--- config.mk ---
export PLATFORM = sky130hd
export DESIGN_NAME = ternary_serial_min
export DESIGN_NICKNAME = d
export VERILOG_FILES = /design/src/rtl/ternary_serial_min.sv
export SDC_FILE = /design/constraint.sdc
export NUM_CORES = 1
export LEC_CHECK = 0
export CORE_AREA = 2 2 70 59
export DETAILED_ROUTE_END_ITERATION = 8
export DIE_AREA = 0 0 72 61
export GPL_TIMING_DRIVEN = 1
export PLACE_DENSITY = 0.65
export SKIP_CTS_REPAIR_TIMING = 1
export SLEW_MARGIN = 25
export SYNTH_ARGS = -nofsm -noshare
export SYNTH_HDL_FRONTEND = slang
export SYNTH_SLANG_ARGS = --single-unit
export TNS_END_PERCENT = 30
--- constraint.sdc ---
create_clock -name clk -period 2.05 [get_ports clk]
set_clock_uncertainty 0.05 [all_clocks]
set_input_delay 0.41 -clock clk [delete_from_list [all_inputs] [get_ports clk]]
set_output_delay 0.41 -clock clk [all_outputs]
set_load 0.02 [all_outputs]
--- src/rtl/ternary_serial_min.sv ---
// Serial balanced-ternary minimum: two N-trit words arrive MSB-first, one trit pair
// per handshake; the smaller word, the three-way compare and a sticky error flag follow.
module ternary_serial_min #(
  parameter int N_TRITS = 4
) (
  input  logic                   clk,
  input  logic                   rst_n,
  input  logic                   in_valid,
  output logic                   in_ready,
  input  logic [1:0]             a_trit,
  input  logic [1:0]             b_trit,
  output logic                   out_valid,
  input  logic                   out_ready,
  output logic [2*N_TRITS-1:0]   min_word,
  output logic [1:0]             cmp,
  output logic                   err
);

  localparam int W  = 2 * N_TRITS;
  localparam int CW = $clog2(N_TRITS + 1);
  localparam logic [CW-1:0] LAST_CNT = CW'(N_TRITS - 1);

  typedef enum logic [0:0] {S_COLLECT = 1'b0, S_DONE = 1'b1} state_t;

  // The illegal code 11 is folded onto zero before storage and comparison.
  function automatic logic [1:0] norm_trit(input logic [1:0] t);
    logic [1:0] r;
    case (t)
      2'b00:   r = 2'b00;
      2'b01:   r = 2'b01;
      2'b10:   r = 2'b10;
      default: r = 2'b01;
    endcase
    return r;
  endfunction

  state_t          r_state;
  state_t          w_state_nxt;
  logic [CW-1:0]   r_cnt;
  logic [W-1:0]    r_a;
  logic [W-1:0]    r_b;
  logic [1:0]      r_dec;
  logic            r_err;
  logic            r_in_ready;
  logic            r_out_valid;
  logic [W-1:0]    r_min;
  logic [1:0]      r_cmp;
  logic            r_oerr;

  logic            w_accept;
  logic            w_last;
  logic [1:0]      w_a_n;
  logic [1:0]      w_b_n;
  logic [W-1:0]    w_a_sh;
  logic [W-1:0]    w_b_sh;
  logic [1:0]      w_dec_nxt;
  logic            w_err_nxt;

  always_comb begin
    w_accept  = in_valid && (r_state == S_COLLECT);
    w_last    = (r_cnt == LAST_CNT);
    w_a_n     = norm_trit(a_trit);
    w_b_n     = norm_trit(b_trit);
    w_a_sh    = r_a << 2;
    w_a_sh[1:0] = w_a_n;
    w_b_sh    = r_b << 2;
    w_b_sh[1:0] = w_b_n;
    w_err_nxt = r_err || (a_trit == 2'b11) || (b_trit == 2'b11);
    // Codes 00 < 01 < 10 order numerically like - < 0 < +; first difference decides.
    if ((r_dec == 2'b01) && (w_a_n != w_b_n)) begin
      w_dec_nxt = (w_a_n < w_b_n) ? 2'b00 : 2'b10;
    end else begin
      w_dec_nxt = r_dec;
    end
  end

  always_comb begin
    w_state_nxt = r_state;
    case (r_state)
      S_COLLECT: begin
        if (w_accept && w_last) begin
          w_state_nxt = S_DONE;
        end else begin
          w_state_nxt = S_COLLECT;
        end
      end
      S_DONE: begin
        if (out_ready) begin
          w_state_nxt = S_COLLECT;
        end else begin
          w_state_nxt = S_DONE;
        end
      end
      default: w_state_nxt = S_COLLECT;
    endcase
  end

  always_ff @(posedge clk or negedge rst_n) begin
    if (!rst_n) begin
      r_state <= S_COLLECT;
    end else begin
      r_state <= w_state_nxt;
    end
  end

  always_ff @(posedge clk or negedge rst_n) begin
    if (!rst_n) begin
      r_cnt       <= '0;
      r_a         <= '0;
      r_b         <= '0;
      r_dec       <= 2'b01;
      r_err       <= 1'b0;
      r_in_ready  <= 1'b1;
      r_out_valid <= 1'b0;
      r_min       <= {N_TRITS{2'b01}};
      r_cmp       <= 2'b01;
      r_oerr      <= 1'b0;
    end else begin
      r_in_ready  <= (w_state_nxt == S_COLLECT);
      r_out_valid <= (w_state_nxt == S_DONE);
      if (w_accept) begin
        r_a   <= w_a_sh;
        r_b   <= w_b_sh;
        r_cnt <= r_cnt + CW'(1);
        r_dec <= w_dec_nxt;
        r_err <= w_err_nxt;
        if (w_last) begin
          r_min  <= (w_dec_nxt == 2'b10) ? w_b_sh : w_a_sh;
          r_cmp  <= w_dec_nxt;
          r_oerr <= w_err_nxt;
        end
      end else if ((r_state == S_DONE) && out_ready) begin
        r_cnt <= '0;
        r_dec <= 2'b01;
        r_err <= 1'b0;
      end
    end
  end

  assign in_ready  = r_in_ready;
  assign out_valid = r_out_valid;
  assign min_word  = r_min;
  assign cmp       = r_cmp;
  assign err       = r_oerr;

endmodule

# == After elaboration in Yosys (flattened, before gate mapping) ==
# Index checks and enable logic that the tools add are counted.
# totals
register_bits,31
# op_classes
bitwise,2
n_eq_ne,8
muxes,14
reduce_logical,10
addsub,1
n_lt_le_gt_ge,1
# ops
cell,n
$eq A2 B2 Y1 const B,5
$mux W2,4
$mux W8,1
$pmux W2 S2,2
$mux W3,2
$logic_and A1 B1 Y1,4
$logic_not A2 Y1,2
$mux W1,4
$add A3 B1 Y3 const B,1
$eq A3 B2 Y1 const B,1
$eq A2 B1 Y1 const B,1
$logic_or A1 B1 Y1,2
$lt A2 B2 Y1,1
$ne A2 B2 Y1,1
$not A1 Y1,2
$pmux W1 S2,1
$reduce_and A2 Y1,1
$reduce_bool A2 Y1,1

# == Logic depth before layout (Yosys ltp) ==
# Gate-level depths: netlist (run 1).
# depth
word_depth,7
depth_mapped,7

# == Worst setup path after synthesis (run 1) ==
# OpenSTA, ideal clock, no wires.
# synth_timing
kind,in2reg
start,input b_trit[0]
end,register r_min[5] (netlist: min_word[5])
setup_time_ns,0.123
arrival_ns,1.752
setup_slack_ns,0.125
cell_stages,7
required_time_ns,1.877
path_cell_list,nand2b_1 ha_1 a21oi_2 o211ai_2 or2_0 buf_2 o221a_1
# synth_between
elab_chain_len,7
# synth_rtl
item,line,source
"start, declared",11,"input logic [1:0] b_trit,"
$eq A2 B2 Y1 or $logic_not A2 Y1 (tied branches),28,case (t)
$pmux W2 S2 *,28,
$lt A2 B2 Y1 or $ne A2 B2 Y1 (tied branches),"71, 70",
$mux W2 or $logic_and A1 B1 Y1 (tied branches),"71, 70",
$mux W2 *,70,if ((r_dec == 2'b01) && (w_a_n != w_b_n)) begin
$eq A2 B2 Y1 *,128,r_min <= (w_dec_nxt == 2'b10) ? w_b_sh : w_a_sh;
$mux W8 *,128,
"end signal, assigned",115,r_min <= {N_TRITS{2'b01}};
"end signal, assigned",128,
"end, declared",46,logic [W-1:0] r_min;
# Mark *: on every way between the ends. The rest lies on a longest branch, timed or not.
# A chain may end at the register's enable or synchronous reset.

# == Final worst setup path (run 1) ==
# layout_timing
start,input a_trit[1]
end,register r_min[7] (netlist: min_word[7])
# layout_between
elab_chain_len,7
# layout_rtl
item,line,source
"start, declared",10,"input logic [1:0] a_trit,"
$eq A2 B2 Y1 or $logic_not A2 Y1 (tied branches),28,
$pmux W2 S2 *,28,
named net w_a_n[1],52,logic [1:0] w_a_n;
$lt A2 B2 Y1 or $ne A2 B2 Y1 (tied branches),"71, 70",
$mux W2 or $logic_and A1 B1 Y1 (tied branches),"71, 70",
$mux W2 *,70,
$eq A2 B2 Y1 *,128,
$mux W8 *,128,
# Mark *: on every way through the listed nets, which the timed path passes. The rest lies on a longest branch.

==> results.py, run 1 <==
metrics = {
    "floorplanning": {
        "core_mm2": 0.00368,
        "die_y_um": 61,
        "io_pins": 21,
        "initial_core_util_pct": 43.1,
        "rows": 20,
        "die_area_mm2": 0.00439,
        "die_w_um": 72,
    },
    "setup_path": {
        "startpoint_type": "input port",
        "end_kind": "flop",
        "crit_type": "in2reg",
        "max_stage_delay_ns": 0.49,
        "crit_arrival_ns": 2.17,
        "critical_path.slowest_cell": "clkdlybuf4s50_1",
        "required_ns": 2.16,
        "critical_path.cell_chain": "clkdlybuf4s50_1 > nor2b_4 > ha_4 > a21oi_4 > o211ai_2 > or2_4 > o221a_1",
        "worstPathMaxFanout": 6,
    },
    "timing": {
        "worst_slack_ns": -0.00976,
        "final_max_slew_viol_count": 0,
        "fin_tns_setup_ns": -0.00976,
        "min_period_over_period_pct": 100,
        "finalSetupViolCount": 1,
        "hold_violations": 0,
        "slew_headroom_pct": 64.8,
        "max_clock_freq_mhz": 485,
        "worst_slew_pin_slew_ns": 0.528,
        "final.min_clock_period_ns": 2.06,
        "hold_slack_ns": 0.430,
    },
    "status": {
        "violations": "negative setup slack",
        "outcome": "finished with violations",
    },
    "logic_synthesis": {
        "synth_area_mm2": 0.00159,
        "syn_area_per_cell_um2": 9.98,
        "syn_inst": 159,
        "synth_xor_area_share_pct": 0.552,
        "syn_nets": 171,
        "synth-compound-area-share_pct": 16.9,
        "synthAdderAreaFrac_pct": 3.15,
        "synth_async_sr_flop_share_pct": 100,
        "yosys_warnings": 0,
        "synth-simple-area-share_pct": 18.5,
        "synth_mux_area_share_pct": 6.94,
        "synth_top_family_by_area": "simple AND/OR/NAND/NOR gates",
        "yosysUniqueCellTypes": 35,
        "synth_top_area_share_pct": 37.9,
        "synth_edf_count": 0,
        "yosysTopAreaCell": "dfrtp_1",
        "ys_ff_latch": 31,
        "yosys-top-cells-area": "dfrtp_1, dfstp_2, nand2_1",
        "ys.flop_type": "dfrtp_1",
        "seq_area_frac_synth_pct": 49.4,
    },
    "finish": {
        "fill_cells": 328,
        "n_antenna_cell": 0,
        "fin_util_pct": 55.1,
        "fin_nets": 201,
        "ff_latch_area_um2": 785,
        "drive_gt1_share_pct": 25.3,
        "syn_to_final_growth_pct": 27.8,
        "multi_input_area_um2": 779,
        "final_cell_count_no_fill": 234,
        "final_cell_mix": "nand2_1, dfrtp_1, clkdlybuf4s50_1",
        "final_common_cell": "nand2_1",
    },
    "detailed_routing": {
        "vias_per_cell": 5.26,
        "num_vias": 1232,
        "post_drt_wl_per_cell_um": 14.5,
        "drt_first_pass_iters": 4,
        "drt_wl_total_mm": 3.39,
        "drc": 0,
        "first_iter_violations": 60,
        "route.antenna.remaining_nets": 0,
    },
    "global_route": {
        "grt_pass1_wl_mm": 5.72,
        "grt_pass1_vias": 1226,
        "grt_max_degree": 32,
        "antenna_found_initial": 0,
        "track_usage_pct": 17.6,
        "grt-ovfl-total": 0,
    },
    "power_and_ir_drop": {
        "ir_drop_mv": 0.720,
        "leakagePower_nw": 0.918,
        "p_per_area_mw_per_mm2": 1390,
        "p_total_mw": 2.82,
    },
    "flow_run": {
        "maxCapViolations": 0,
    },
    "placed_design": {
        "place_congestion": 0.737,
        "place_inst": 226,
        "portBuffers": 20,
        "hpwl_mm": 2.35,
    },
    "clocking": {
        "cts_buffers": 5,
        "clock-sinks": 31,
        "cts.path.max_buffers": 2,
        "insertion_delay_ns": 0.27,
        "cts_tree": "built",
        "h-tree-depth": 2,
        "cts-root-buf": "clkbuf_8",
        "path_clk_slew_ns": 0.06,
    },
    "hold_path": {
        "hold_path_class": "reg2reg",
    },
}
[per-stage QoR]
step                setup slack [ns]  instance area (µm²)
floorplan                      0.125                 1590
global placement              -0.405                 1870
detailed placement            -0.475                 1870
CTS                           -0.179                 1970
global route                 -0.0298                 2030
finish                      -0.00976                 2030
[critical path: cells and delay by family]
kind	cells	cell delay, ns
buffers and inverters	1	0.49
adder cells (fa/ha/maj)	1	0.23
AND/OR/NAND/NOR	2	0.50
AO/OA/AOI/OAI	3	0.53
[cell usage after synthesis (2+ instances only)]
library cell,n
a21oi_1,4
buf_2,4
buf_6,2
clkbuf_1,2
dfrtp_1,24
dfstp_2,7
ha_1,4
inv_1,4
mux2_2,8
mux2i_1,2
nand2_1,43
nand2b_1,2
nand3_1,2
nor2_1,4
nor2b_1,3
o21ai_0,13
o21ai_1,2
o221a_1,6
o22ai_1,7
[logic make-up after synthesis]
logic type	after synthesis
compound gates	39
xor+xnor	1
fa+ha+maj	4
buf+inv	13
flops	31
mux	10
simple gates	61
[state kept, by name, summed over array words and instances, names as in the netlist]
name,cells
cmp,2
r_a,6
r_dec,2
min_word,8
r_err,1
r_cnt,3
out_valid,1
err,1
r_b,6
in_ready,1
[final cells by class]
cell class / count / area share, %
sequential: 31 / 38.7
multi-input combinational: 115 / 38.5
timing repair buffer: 32 / 14.4
clock buffer: 8 / 4.94
tap: 44 / 2.72
inverter: 4 / 0.741
[report_power, final]
group,switching (mW),internal [mW],leakage (nW)
combinational,0.550,0.598,0.491
sequential,0.252,0.904,0.376
clock,0.211,0.306,0.0515
total,1.01,1.81,0.918
[worst paths after layout]
kind	depth (start not counted)	end	slack, ns	from
min in group asynchronous	2	r_a[0]	0.47	rst_n
worst max register to register	7	min_word[4]	0.40	r_cnt[0]
max in group asynchronous	2	r_dec[0]	1.16	rst_n
worst min-delay path	2	min_word[0]	0.43	min_word[0]
worst min register to register	2	min_word[0]	0.43	min_word[0]
worst max-delay path	7	min_word[7]	-0.01	a_trit[1]
[metal layers]
metal / vias to the layer above / GRT usage (%) / wire, µm
li1: 612 / - / -
met3: 5 / 4.82 / 148
met4: 0 / 8.89 / 46
met2: 23 / 29.0 / 1620
met1: 592 / 21.7 / 1580
met5: - / 0 / 0
Note: power is estimated with default switching activity, not from simulation.
==> run 2: changes to the inputs <==
- PLACE_DENSITY: 0.65 -> default
- PLACE_DENSITY_LB_ADDON: default -> 0.25
- SLEW_MARGIN: 25 -> 20
==> run 2 against run 1 <==
- the run now ends clean
- non-clock buffer count rose by 1
- sequential cell count did not move
- global-route usage rose by 0.50 points
- largest power group unchanged
- critical path type is now reg2out
- die area did not move
- sequential share of layout area barely moved
- cell area barely moved
- clock-buffer cell count did not move
- sequential power barely moved
- critical path depth fell by 6
- core utilization barely moved
- clock power fell by 13%
==> results.py, run 2 (same netlist as run 1, synthesis figures left out) <==
metrics = {
    "setup_path": {
        "crit_buf_inv": 1,
        "critical_path.cell_chain": "clkdlybuf4s50_1",
        "crit_family": "buffers and inverters",
        "crit_arrival_ns": 1.47,
        "required_ns": 1.59,
        "critical_path.slowest_cell": "clkdlybuf4s50_1",
        "startpoint_type": "flop",
        "end_kind": "output pin",
        "max_stage_delay_ns": 0.67,
        "crit_type": "reg2out",
        "worstPathMaxFanout": 10,
    },
    "clocking": {
        "clock-sinks": 31,
        "insertion_delay_ns": 0.28,
        "cts_buffers": 5,
        "h-tree-depth": 2,
        "path_clk_slew_ns": 0.06,
        "cts_tree": "built",
        "cts.path.max_buffers": 2,
        "cts-root-buf": "clkbuf_8",
    },
    "detailed_routing": {
        "drt_first_pass_iters": 4,
        "num_vias": 1244,
        "drc": 0,
        "vias_per_cell": 5.29,
        "first_iter_violations": 50,
        "drt_wl_total_mm": 3.56,
        "route.antenna.remaining_nets": 0,
        "post_drt_wl_per_cell_um": 15.1,
    },
    "floorplanning": {
        "core_mm2": 0.00368,
        "io_pins": 21,
        "initial_core_util_pct": 43.1,
        "die_w_um": 72,
        "die_area_mm2": 0.00439,
        "rows": 20,
        "die_y_um": 61,
    },
    "finish": {
        "fill_cells": 326,
        "fin_nets": 202,
        "n_antenna_cell": 0,
        "final_cell_mix": "nand2_1, dfrtp_1, clkdlybuf4s50_1",
        "drive_gt1_share_pct": 25.1,
        "syn_to_final_growth_pct": 27.7,
        "final_common_cell": "nand2_1",
        "largest_reg_flops": 8,
    },
    "placed_design": {
        "hpwl_mm": 2.42,
        "place_congestion": 0.798,
        "portBuffers": 20,
    },
    "timing": {
        "hold_slack_ns": 0.414,
        "max_clock_freq_mhz": 518,
        "min_period_over_period_pct": 94.1,
        "final.min_clock_period_ns": 1.93,
        "finalSetupViolCount": 0,
        "final_max_slew_viol_count": 0,
        "worst_slew_pin_slew_ns": 0.513,
        "slew_headroom_pct": 65.8,
        "hold_violations": 0,
        "fin_tns_setup_ns": 0,
        "rsz0062_at_grt": "no",
    },
    "global_route": {
        "grt_max_degree": 32,
        "track_usage_pct": 18.1,
        "grt_pass1_wl_mm": 5.82,
        "grt_pass1_vias": 1225,
        "grt-ovfl-total": 0,
        "antenna_found_initial": 0,
    },
    "power_and_ir_drop": {
        "leakagePower_nw": 0.940,
        "p_per_area_mw_per_mm2": 1370,
        "p_total_mw": 2.78,
        "ir_drop_mv": 0.744,
    },
    "flow_run": {
        "maxCapViolations": 0,
    },
    "hold_path": {
        "hold_path_class": "reg2reg",
    },
    "status": {
        "outcome": "completed",
    },
}
-- run 2: path summary, 6_finish.rpt --
kind / depth (start not counted) / slack (ns) / start / to
max: 1 / 0.12 / out_valid / out_valid
min reg2reg: 2 / 0.41 / min_word[0] / min_word[0]
max in group asynchronous: 2 / 1.15 / rst_n / r_dec[0]
min in group asynchronous: 2 / 0.47 / rst_n / r_a[0]
min: 2 / 0.41 / min_word[0] / min_word[0]
max reg2reg: 4 / 0.43 / r_dec[1] / min_word[0]
-- run 2: worst reg2reg max path, stage by stage, from the launching register on --
cell	delay, ns
dfrtp_1	0.66
nor2b_1	0.27
mux2_2	0.36
mux2i_1	0.14
o21ai_1	0.07
-- run 2: final cells by class --
type                            instances  area, µm²  area share [%]
Tap cell                               44       55.1            2.72
Multi-Input combinational cell        115        783            38.7
Inverter                                4       15.0           0.741
Sequential cell                        31        785            38.7
Timing Repair Buffer                   33        308            15.2
Clock buffer                            8       80.1            3.95
-- run 2: where the power goes --
part | internal [mW] | switching [mW] | total (mW)
clock | 0.241 | 0.208 | 0.449
sequential | 0.904 | 0.265 | 1.17
combinational | 0.605 | 0.552 | 1.16
-- run 2: routing by layer --
layer / track usage [%] / part of all wire, % / vias to the layer above
met1: 24.7 / 50 / 608
met2: 27.6 / 45 / 20
met4: 7.28 / 1.1 / 0
met5: 0 / 0 / -
li1: - / - / 611
met3: 5.15 / 3.7 / 5
-- run 2: through the flow --
stage	utilization (%)	instance area (µm²)	instances	setup WS, ns
after global routing	55.1	2030	235	0.0484
final	55.1	2030	235	0.121
after CTS	53.1	1950	234	-0.177
after detailed placement	51.0	1870	226	-0.485
after floorplan	-	1590	159	0.125
after global placement	51.0	1870	226	-0.394
